[config.mk]
export PLATFORM = sky130hd
export DESIGN_NAME = matmul_engine
export DESIGN_NICKNAME = d
export VERILOG_FILES = /design/src/rtl/matmul_pkg.sv /design/src/rtl/matmul_engine_fxp_mac.sv /design/src/rtl/matmul_engine.sv
export SDC_FILE = /design/constraint.sdc
export NUM_CORES = 1
export LEC_CHECK = 0
export CAP_MARGIN = 10
export CORE_ASPECT_RATIO = 0.9
export CORE_UTILIZATION = 55
export DETAILED_ROUTE_END_ITERATION = 16
export PLACE_DENSITY = 0.82
export SLEW_MARGIN = 15
export SYNTH_ARGS = -nofsm -noshare
export SYNTH_HDL_FRONTEND = slang
export SYNTH_SLANG_ARGS = --single-unit
[constraint.sdc]
create_clock -name clk -period 12.9 [get_ports clk]
set_input_delay 1.935 -clock clk [delete_from_list [all_inputs] [get_ports clk]]
set_output_delay 1.935 -clock clk [all_outputs]
set_load 0.005 [all_outputs]
[src/rtl/matmul_pkg.sv]
// Shared types and fixed-point helpers for the matrix-multiply engine.
package matmul_pkg;

  typedef enum logic [1:0] {
    IDLE,
    COMPUTE,
    OUTPUT
  } state_t;

  // Wide enough for any accumulator this engine can be configured with.
  localparam int WIDE_W = 96;
  typedef logic signed [WIDE_W-1:0] wide_t;

  function automatic int acc_width(input int data_w, input int k);
    return 2 * data_w + $clog2(k) + 1;
  endfunction

  function automatic wide_t round_shift(input wide_t acc, input int frac_w);
    wide_t half;
    half = wide_t'(1) <<< (frac_w - 1);
    return (acc + half) >>> frac_w;
  endfunction

  function automatic wide_t round_sat(input wide_t acc, input int data_w, input int frac_w);
    wide_t r;
    wide_t max_v;
    wide_t min_v;
    wide_t res;
    r     = round_shift(acc, frac_w);
    max_v = (wide_t'(1) <<< (data_w - 1)) - wide_t'(1);
    min_v = -max_v - wide_t'(1);
    if (r > max_v)      res = max_v;
    else if (r < min_v) res = min_v;
    else                res = r;
    return res;
  endfunction

  function automatic logic saturates(input wide_t acc, input int data_w, input int frac_w);
    wide_t r;
    wide_t max_v;
    r     = round_shift(acc, frac_w);
    max_v = (wide_t'(1) <<< (data_w - 1)) - wide_t'(1);
    return (r > max_v) || (r < (-max_v - wide_t'(1)));
  endfunction

endpackage

[src/rtl/matmul_engine_fxp_mac.sv]
// Registered signed multiply-accumulate; acc_next exposes the sum the next
// enabled edge will store, so the caller can round the final term without waiting.
module fxp_mac #(
  parameter int DATA_W = 16,
  parameter int ACC_W  = 34
) (
  input  logic                     clk,
  input  logic                     rst_n,
  input  logic                     clr,
  input  logic                     en,
  input  logic signed [DATA_W-1:0] a,
  input  logic signed [DATA_W-1:0] b,
  output logic signed [ACC_W-1:0]  acc_next
);

  logic signed [2*DATA_W-1:0] prod;
  logic signed [ACC_W-1:0]    acc;

  assign prod     = a * b;
  assign acc_next = acc + {{(ACC_W-2*DATA_W){prod[2*DATA_W-1]}}, prod};

  always_ff @(posedge clk or negedge rst_n) begin
    if (!rst_n)   acc <= '0;
    else if (clr) acc <= '0;
    else if (en)  acc <= acc_next;
  end

endmodule

[src/rtl/matmul_engine.sv]
// Sequential fixed-point Y = A*B: one MAC, K cycles per element, results
// streamed row-major over valid/ready with round-to-nearest and saturation.
module matmul_engine
  import matmul_pkg::*;
#(
  parameter  int M      = 2,
  parameter  int K      = 2,
  parameter  int N      = 2,
  parameter  int DATA_W = 16,
  parameter  int FRAC_W = 8,
  localparam int A_AW   = (M*K > 1) ? $clog2(M*K) : 1,
  localparam int B_AW   = (K*N > 1) ? $clog2(K*N) : 1
) (
  input  logic              clk,
  input  logic              rst_n,
  input  logic              a_we,
  input  logic [A_AW-1:0]   a_addr,
  input  logic [DATA_W-1:0] a_wdata,
  input  logic              b_we,
  input  logic [B_AW-1:0]   b_addr,
  input  logic [DATA_W-1:0] b_wdata,
  input  logic              start,
  output logic              busy,
  output logic              done,
  output logic              y_valid,
  input  logic              y_ready,
  output logic [DATA_W-1:0] y_data,
  output logic              y_last,
  output logic              sat_flag
);

  // state   | meaning
  // IDLE    | operands writable, waiting for start
  // COMPUTE | accumulate A[i][k]*B[k][j], one k per cycle
  // OUTPUT  | hold y(i,j) stable until the consumer takes it

  localparam int ACC_W = acc_width(DATA_W, K);
  localparam int IW    = (M > 1) ? $clog2(M) : 1;
  localparam int JW    = (N > 1) ? $clog2(N) : 1;
  localparam int KW    = (K > 1) ? $clog2(K) : 1;

  state_t            state;
  logic [IW-1:0]     i;
  logic [JW-1:0]     j;
  logic [KW-1:0]     k;
  logic [DATA_W-1:0] a_mem [M*K];
  logic [DATA_W-1:0] b_mem [K*N];
  logic [A_AW-1:0]   a_idx;
  logic [B_AW-1:0]   b_idx;
  logic              mac_clr;
  logic              mac_en;
  logic [ACC_W-1:0]  acc_next;
  wide_t             acc_wide;
  logic              handshake;
  logic              last_elem;

  assign busy = (state != IDLE);

  always_ff @(posedge clk) begin
    if (state == IDLE && a_we && 32'(a_addr) < 32'(M*K)) a_mem[a_addr] <= a_wdata;
    if (state == IDLE && b_we && 32'(b_addr) < 32'(K*N)) b_mem[b_addr] <= b_wdata;
  end

  assign a_idx = A_AW'(32'(i) * K + 32'(k));
  assign b_idx = B_AW'(32'(k) * N + 32'(j));

  assign handshake = (state == OUTPUT) && y_ready;
  assign last_elem = (i == IW'(M-1)) && (j == JW'(N-1));
  assign mac_clr   = ((state == IDLE) && start) || handshake;
  assign mac_en    = (state == COMPUTE);

  fxp_mac #(
    .DATA_W (DATA_W),
    .ACC_W  (ACC_W)
  ) u_mac (
    .clk      (clk),
    .rst_n    (rst_n),
    .clr      (mac_clr),
    .en       (mac_en),
    .a        (a_mem[a_idx]),
    .b        (b_mem[b_idx]),
    .acc_next (acc_next)
  );

  assign acc_wide = {{(WIDE_W-ACC_W){acc_next[ACC_W-1]}}, acc_next};

  always_ff @(posedge clk or negedge rst_n) begin
    if (!rst_n) begin
      state    <= IDLE;
      i        <= '0;
      j        <= '0;
      k        <= '0;
      done     <= 1'b0;
      y_valid  <= 1'b0;
      y_data   <= '0;
      y_last   <= 1'b0;
      sat_flag <= 1'b0;
    end else begin
      done <= 1'b0;
      case (state)
        IDLE: begin
          if (start) begin
            state    <= COMPUTE;
            i        <= '0;
            j        <= '0;
            k        <= '0;
            sat_flag <= 1'b0;
          end
        end
        COMPUTE: begin
          // acc_next already includes the k == K-1 term at this edge
          if (k == KW'(K-1)) begin
            state    <= OUTPUT;
            k        <= '0;
            y_valid  <= 1'b1;
            y_data   <= DATA_W'(round_sat(acc_wide, DATA_W, FRAC_W));
            y_last   <= last_elem;
            sat_flag <= sat_flag | saturates(acc_wide, DATA_W, FRAC_W);
          end else begin
            k <= k + 1'b1;
          end
        end
        OUTPUT: begin
          if (y_ready) begin
            y_valid <= 1'b0;
            y_last  <= 1'b0;
            k       <= '0;
            if (last_elem) begin
              state <= IDLE;
              done  <= 1'b1;
            end else begin
              state <= COMPUTE;
              if (j == JW'(N-1)) begin
                j <= '0;
                i <= i + 1'b1;
              end else begin
                j <= j + 1'b1;
              end
            end
          end
        end
        default: state <= IDLE;
      endcase
    end
  end

endmodule
# Yosys cells after proc, flatten, opt, wreduce, memory -nomap -nowiden
# Memory sizes are Yosys's and may differ from the RTL's.
# Cells that the tools add are included.
[word_totals]
in_bits = 42
n_memories = 2
word_cells = 85
reg_bits = 59
ramBits = 128
[memory_table]
columns = ["memory", "depth", "word_bits", "rd", "rd_ports_with_merged_regs", "write_ports", "line", "source"]
rows = [
  ["a_mem", 4, 16, 1, 0, 1, "matmul_engine.sv:46", "logic [DATA_W-1:0] a_mem [M*K];"],
  ["b_mem", 4, 16, 1, 0, 1, "matmul_engine.sv:47", "logic [DATA_W-1:0] b_mem [K*N];"],
]
[op_classes]
n_lt_le_gt_ge = 2
addsub = 7
bitwise = 1
n_eq_ne = 7
mul = 1
reduce_logical = 21
muxes = 34
[op_table]
columns = ["operator", "count"]
rows = [
  ["two-way mux 34 bit", 2],
  ["adder 34 x 9 -> 35 bit (second input constant)", 1],
  ["adder 34 bit", 1],
  ["multiplier 16 x 16 -> 32 bit", 1],
  ["two-way mux 16 bit", 2],
  ["greater-than comparator 27 x 16 -> 1 bit (second input constant)", 1],
  ["< comparator 27 x 16 -> 1 bit (second input constant)", 1],
  ["two-way mux 1 bit", 20],
  ["AND reduction 3 bit", 4],
  ["inequality test 2 bit (second input constant)", 5],
  ["one-hot mux 1 bit (2 select lines)", 5],
  ["nonzero test 2 bit", 5],
  ["two-way mux 2 bit", 3],
  ["one-hot mux 2 bit (3 select lines)", 1],
  ["logical AND 1 bit", 5],
  ["AND reduction 5 bit", 1],
  ["adder 2 x 1 -> 2 bit", 2],
  ["AND reduction 4 bit", 1],
  ["adder 1 bit (second input constant)", 3],
  ["one-hot mux 1 bit (3 select lines)", 1],
  ["nonzero test 3 bit", 1],
  ["equality test 2 x 1 -> 1 bit (second input constant)", 1],
  ["equality test 2 bit (second input constant)", 1],
  ["zero test 2 bit", 1],
  ["3 further kinds", 4],
]

# Logic depth before layout (Yosys ltp)
# An unclocked memory read counts as a cell.
[logic_depth]
depth_word = 10
mapped_depth = 47
depth_no_buf = 41

# By module
# A second synthesis with hierarchy kept.
[unflattened]
cells_unflattened = 1873
area_unflattened_um2 = 19459.9
[modules_own_cells]
columns = ["module", "instances", "area_per_inst_um2", "cells_per_inst"]
rows = [
  ["fxp_mac", 1, 12939.9, 1468],
  ["matmul_engine", 1, 6520.0, 405],
]

# Worst setup path before layout
# No wires, ideal clock.
[synth_path]
path_kind = "flip-flop to flip-flop"
start = "register k"
end = "register y_data[2]"
required_time_ns = 12.770
setup_slack_ns = 2.142
arrival_time_ns = 10.628
path_stages_with_launch = 45
period_less_slack_ns = 10.758
cell_sequence = "dfrtp_1 buf_1 clkbuf_1 mux2i_1 nand2_1 o21ai_1 clkbuf_1 nor2_1 fa_1 inv_1 fa_1 fa_1 fa_1 inv_1 fa_1 inv_1 fa_1 inv_1 (+9 left out) a21oi_1 xnor2_1 ha_1 clkbuf_1 nand2_1 o21ai_0 a21o_1 a21o_1 a41oi_4 or4_1 and3_1 buf_2 or4_4 nor4_2 o21bai_1 a211oi_2 buf_4 o21ai_1"
[synth_via]
elab_chain_len = 8
word_cells_on_any_way = 12
[synth_rtl]
columns = ["element", "line", "source"]
rows = [
  ["from (decl)", "matmul_engine.sv:45", "logic [KW-1:0] k;"],
  ["from (signal assigned)", "matmul_engine.sv:120", "k <= k + 1'b1;"],
  ["adder 2 x 1 -> 2 bit, on equally long branches", "matmul_engine.sv:64, matmul_engine.sv:65", ""],
  ["memory (4 x 16 bit), on equally long branches", "--", ""],
  ["multiplier 16 x 16 -> 32 bit", "matmul_engine_fxp_mac.sv:19", "assign prod = a * b;"],
  ["adder 34 bit", "matmul_engine_fxp_mac.sv:20", "assign acc_next = acc + {{(ACC_W-2*DATA_W){prod[2*DATA_W-1]}}, prod};"],
  ["adder 34 x 9 -> 35 bit", "matmul_pkg.sv:21", "return (acc + half) >>> frac_w;"],
  ["< comparator 27 x 16 -> 1 bit", "matmul_pkg.sv:33", "else if (r < min_v) res = min_v;"],
  ["two-way mux 16 bit", "matmul_pkg.sv:33", ""],
  ["two-way mux 16 bit", "matmul_pkg.sv:32", "if (r > max_v) res = max_v;"],
  ["to (signal assigned)", "matmul_engine.sv:116", "y_data <= DATA_W'(round_sat(acc_wide, DATA_W, FRAC_W));"],
  ["to (decl)", "matmul_engine.sv:27", "output logic [DATA_W-1:0] y_data,"],
]
# Parallel ways exist; a longest one is shown, timed or not.
# A chain may end at the register's enable or synchronous reset.

# Worst setup path in the final report
[layout_path]
start = "register k"
end = "register y_data[11]"
# The elaborated chain is that of the path after synthesis.

==> summary.txt <==
STA
  – Final Worst Setup Slack: 1.056 ns
  – Setup TNS: 0 ns
  – Final Skew: 0.01188 ns
  – RSZ-0062 raised after global routing: no
  – Period utilisation layout: 0.9181
  – Final min period: 11.84 ns
  – Headroom to the max-slew limit: 0.2598
  – Worst slew pin tran: 1.103 ns
  – Hold_ws: 0.4909 ns
  – Setup violators final: 0
  – Highest clock rate: 84.43 MHz
  – Final-report max-slew violation count: 0
  – Fin. Hold Viols: 0

Hold path
  – Class of the worst hold path: reg -> reg

Setup path
  – Crit path largest cell delay: 0.85 ns
  – Crit path arrival time: 12.15 ns
  – Setup CP Type: reg -> reg
  – Slowest-stage cell, CP: a211oi_2
  – Most used cell, CP: fa_1
  – CP Max Fanout: 22
  – Worst setup EP type: flop
  – Delay-heaviest family, CP: compound AO/OA/AOI/OAI gates
  – Worst EP required: 13.21 ns
  – CP Launch Type: flop
  – Crit path buf inv count: 5

Die
  – Chip Height: 182.4 um
  – Die area: 0.03693 mm2
  – Starting density of the core: 0.5635
  – Die Wd: 202.4 um
  – Rows: 65
  – Core area: 0.03530 mm2
  – # IOs: 63

Clocking
  – Hold buffers post-CTS: 0
  – Number of H-tree levels: 4
  – CTS tree: built
  – Sink Count: 187
  – Worst-skew pair later-pin latency: 0.47 ns
  – CTS clock-pin slew for the worst setup and hold paths: 0.08 ns
  – Bufs on Longest Clock Path: 2
  – CTS root buf: clkbuf_16
  – Cts repair resizes: 0
  – Post CTS Setup Buffer Count: 0
  – CTS Buf Count: 17

Finish
  – Commonest non-fill, non-tap cell in the layout: inv_1
  – Commonest cells after routing, fill and taps aside: inv_1, fa_1, nand2_1, nor2_1, edfxtp_1
  – Diode count: 0
  – Net total in the final layout: 2,465
  – Post-route cell area: 0.02160 mm2
  – Synthesis-to-layout area growth: 8.600%
  – Share of cells above drive strength 1: 0.05842
  – Fillers: 2,835

Synth
  – Asr flop ratio synth: 0.3155
  – Seq/Total Area, Yosys: 0.2675
  – Synthesized net count: 2,434
  – Post-synth cell types: 83
  – Post-Syn Area per Cell: 9.894 um2
  – Cell area after synthesis: 0.01989 mm2
  – Register bit count reported by yosys: 187
  – Top_reg_cell synth: edfxtp_1
  – EDFF count, synth: 128
  – Yosys warning total: 0
  – Cells after Synth: 2,010

Outcome
  – Status: complete, no violations

Global routing
  – Initial antenna violation count: 0
  – GRT Resource Usage Total: 0.2734
  – Number of global-route vias before repair: 15.34k
  – Global-route wire length before repair: 78,470 um
  – Global route total overflow: 0
  – Largest net degree at the start of global routing: 60

Placement
  – Final Wtd Congestion: 0.9556
  – Placed Area: 0.02101 mm2
  – Port Buffer Count: 62
  – Pre-CTS WS: 1.318 ns
  – DP HPWL: 38,170 um

Routing
  – Vias: 14.96k
  – Detail Route Antenna Nets: 0
  – DR vias/cell: 5.931
  – DR pass1 iterations: 7
  – Iter 0 DRT Violations: 1,142
  – WL/cell: 19.37 um
  – DRC errors left: 0
  – Routed wire length: 48,880 um

Run
  – Max_cap viols: 0
worst reg2reg max path: cells and delay by family (launching register included):
kind	cells	cell delay [ns]
AO/OA/AOI/OAI	13	4.90
XOR/XNOR	1	0.14
adder cells (fa/ha/maj)	8	3.73
buffers and inverters	5	0.65
flip-flops	1	0.63
multiplexers	1	0.42
AND/OR/NAND/NOR	7	1.21
cell usage after synthesis (all sizes together), types with 28 or more instances:
| cell | number | area share |
|---|---|---|
| ha | 119 | 0.075 |
| o21ai | 94 | 0.024 |
| o21a | 35 | 0.013 |
| a21oi | 49 | 0.013 |
| nand2 | 219 | 0.041 |
| dfrtp | 59 | 0.074 |
| clkbuf | 56 | 0.011 |
| nor3 | 28 | 0.0070 |
| nor2 | 159 | 0.030 |
| xnor2 | 57 | 0.025 |
| and2 | 41 | 0.013 |
| inv | 357 | 0.067 |
| edfxtp | 128 | 0.19 |
| fa | 263 | 0.26 |
cell families (layout without fill, tap and decap cells):
kind of cell             count (synthesis)  after routing  share of synthesized area
AND/OR/NAND/NOR                        554            554                     0.1265
buffers and inverters                  429            473                    0.08166
adder cells (fa/ha/maj)                382            382                     0.3396
AO/OA/AOI/OAI                          328            328                     0.1149
flip-flops                             187            187                     0.2675
XOR/XNOR                                76             76                    0.03385
multiplexers                            54             54                    0.03599
metal layers:
layer | vias to the layer above | GRT usage | wire [um]
met5 | - | 0 | 0
met1 | 7531 | 0.3717 | 19890
met3 | 106 | 0.05304 | 4094
li1 | 6666 | - | -
met4 | 0 | 0.09474 | 1435
met2 | 660 | 0.4396 | 23460
path summary, 6_finish.rpt:
| path | start | endpoint | slack (ns) | depth (start not counted) |
|---|---|---|---|---|
| worst max register to register | k | y_data[11] | 1.06 | 35 |
| max in group asynchronous | rst_n | k | 10.65 | 2 |
| worst max-delay path | k | y_data[11] | 1.06 | 35 |
| min in group asynchronous | rst_n | u_mac.acc[30] | 1.64 | 2 |
| worst min register to register | y_data[15] | y_data[15] | 0.49 | 2 |
| worst min-delay path | y_data[15] | y_data[15] | 0.49 | 2 |
state kept, by name (all words and copies together) (netlist names):
name       cells
a_mem         64
b_mem         64
done           1
i              1
j              1
k              1
sat_flag       1
state          2
u_mac.acc     34
y_data        16
y_last         1
y_valid        1
stage by stage:
step	utilization	instances
floorplan	-	2010
global placement	0.5952	2491
detailed placement	0.5952	2491
CTS	0.6119	2523
global route	0.6119	2523
finish	0.6119	2523
cell type report:
type | instances | area (um2) | share of cell area
well taps | 469 | 586.8 | 0.02717
multi-input cells | 1394 | 12980 | 0.6009
inverters | 357 | 1340 | 0.06204
flip-flops and latches | 187 | 5321 | 0.2464
clock inverters | 15 | 165.2 | 0.007647
clock buffers | 17 | 425.4 | 0.01970
repair buffers | 84 | 780.7 | 0.03615
Power is not shown: default switching activity piles up to over one toggle a cycle in this logic, so the estimate is an artifact.
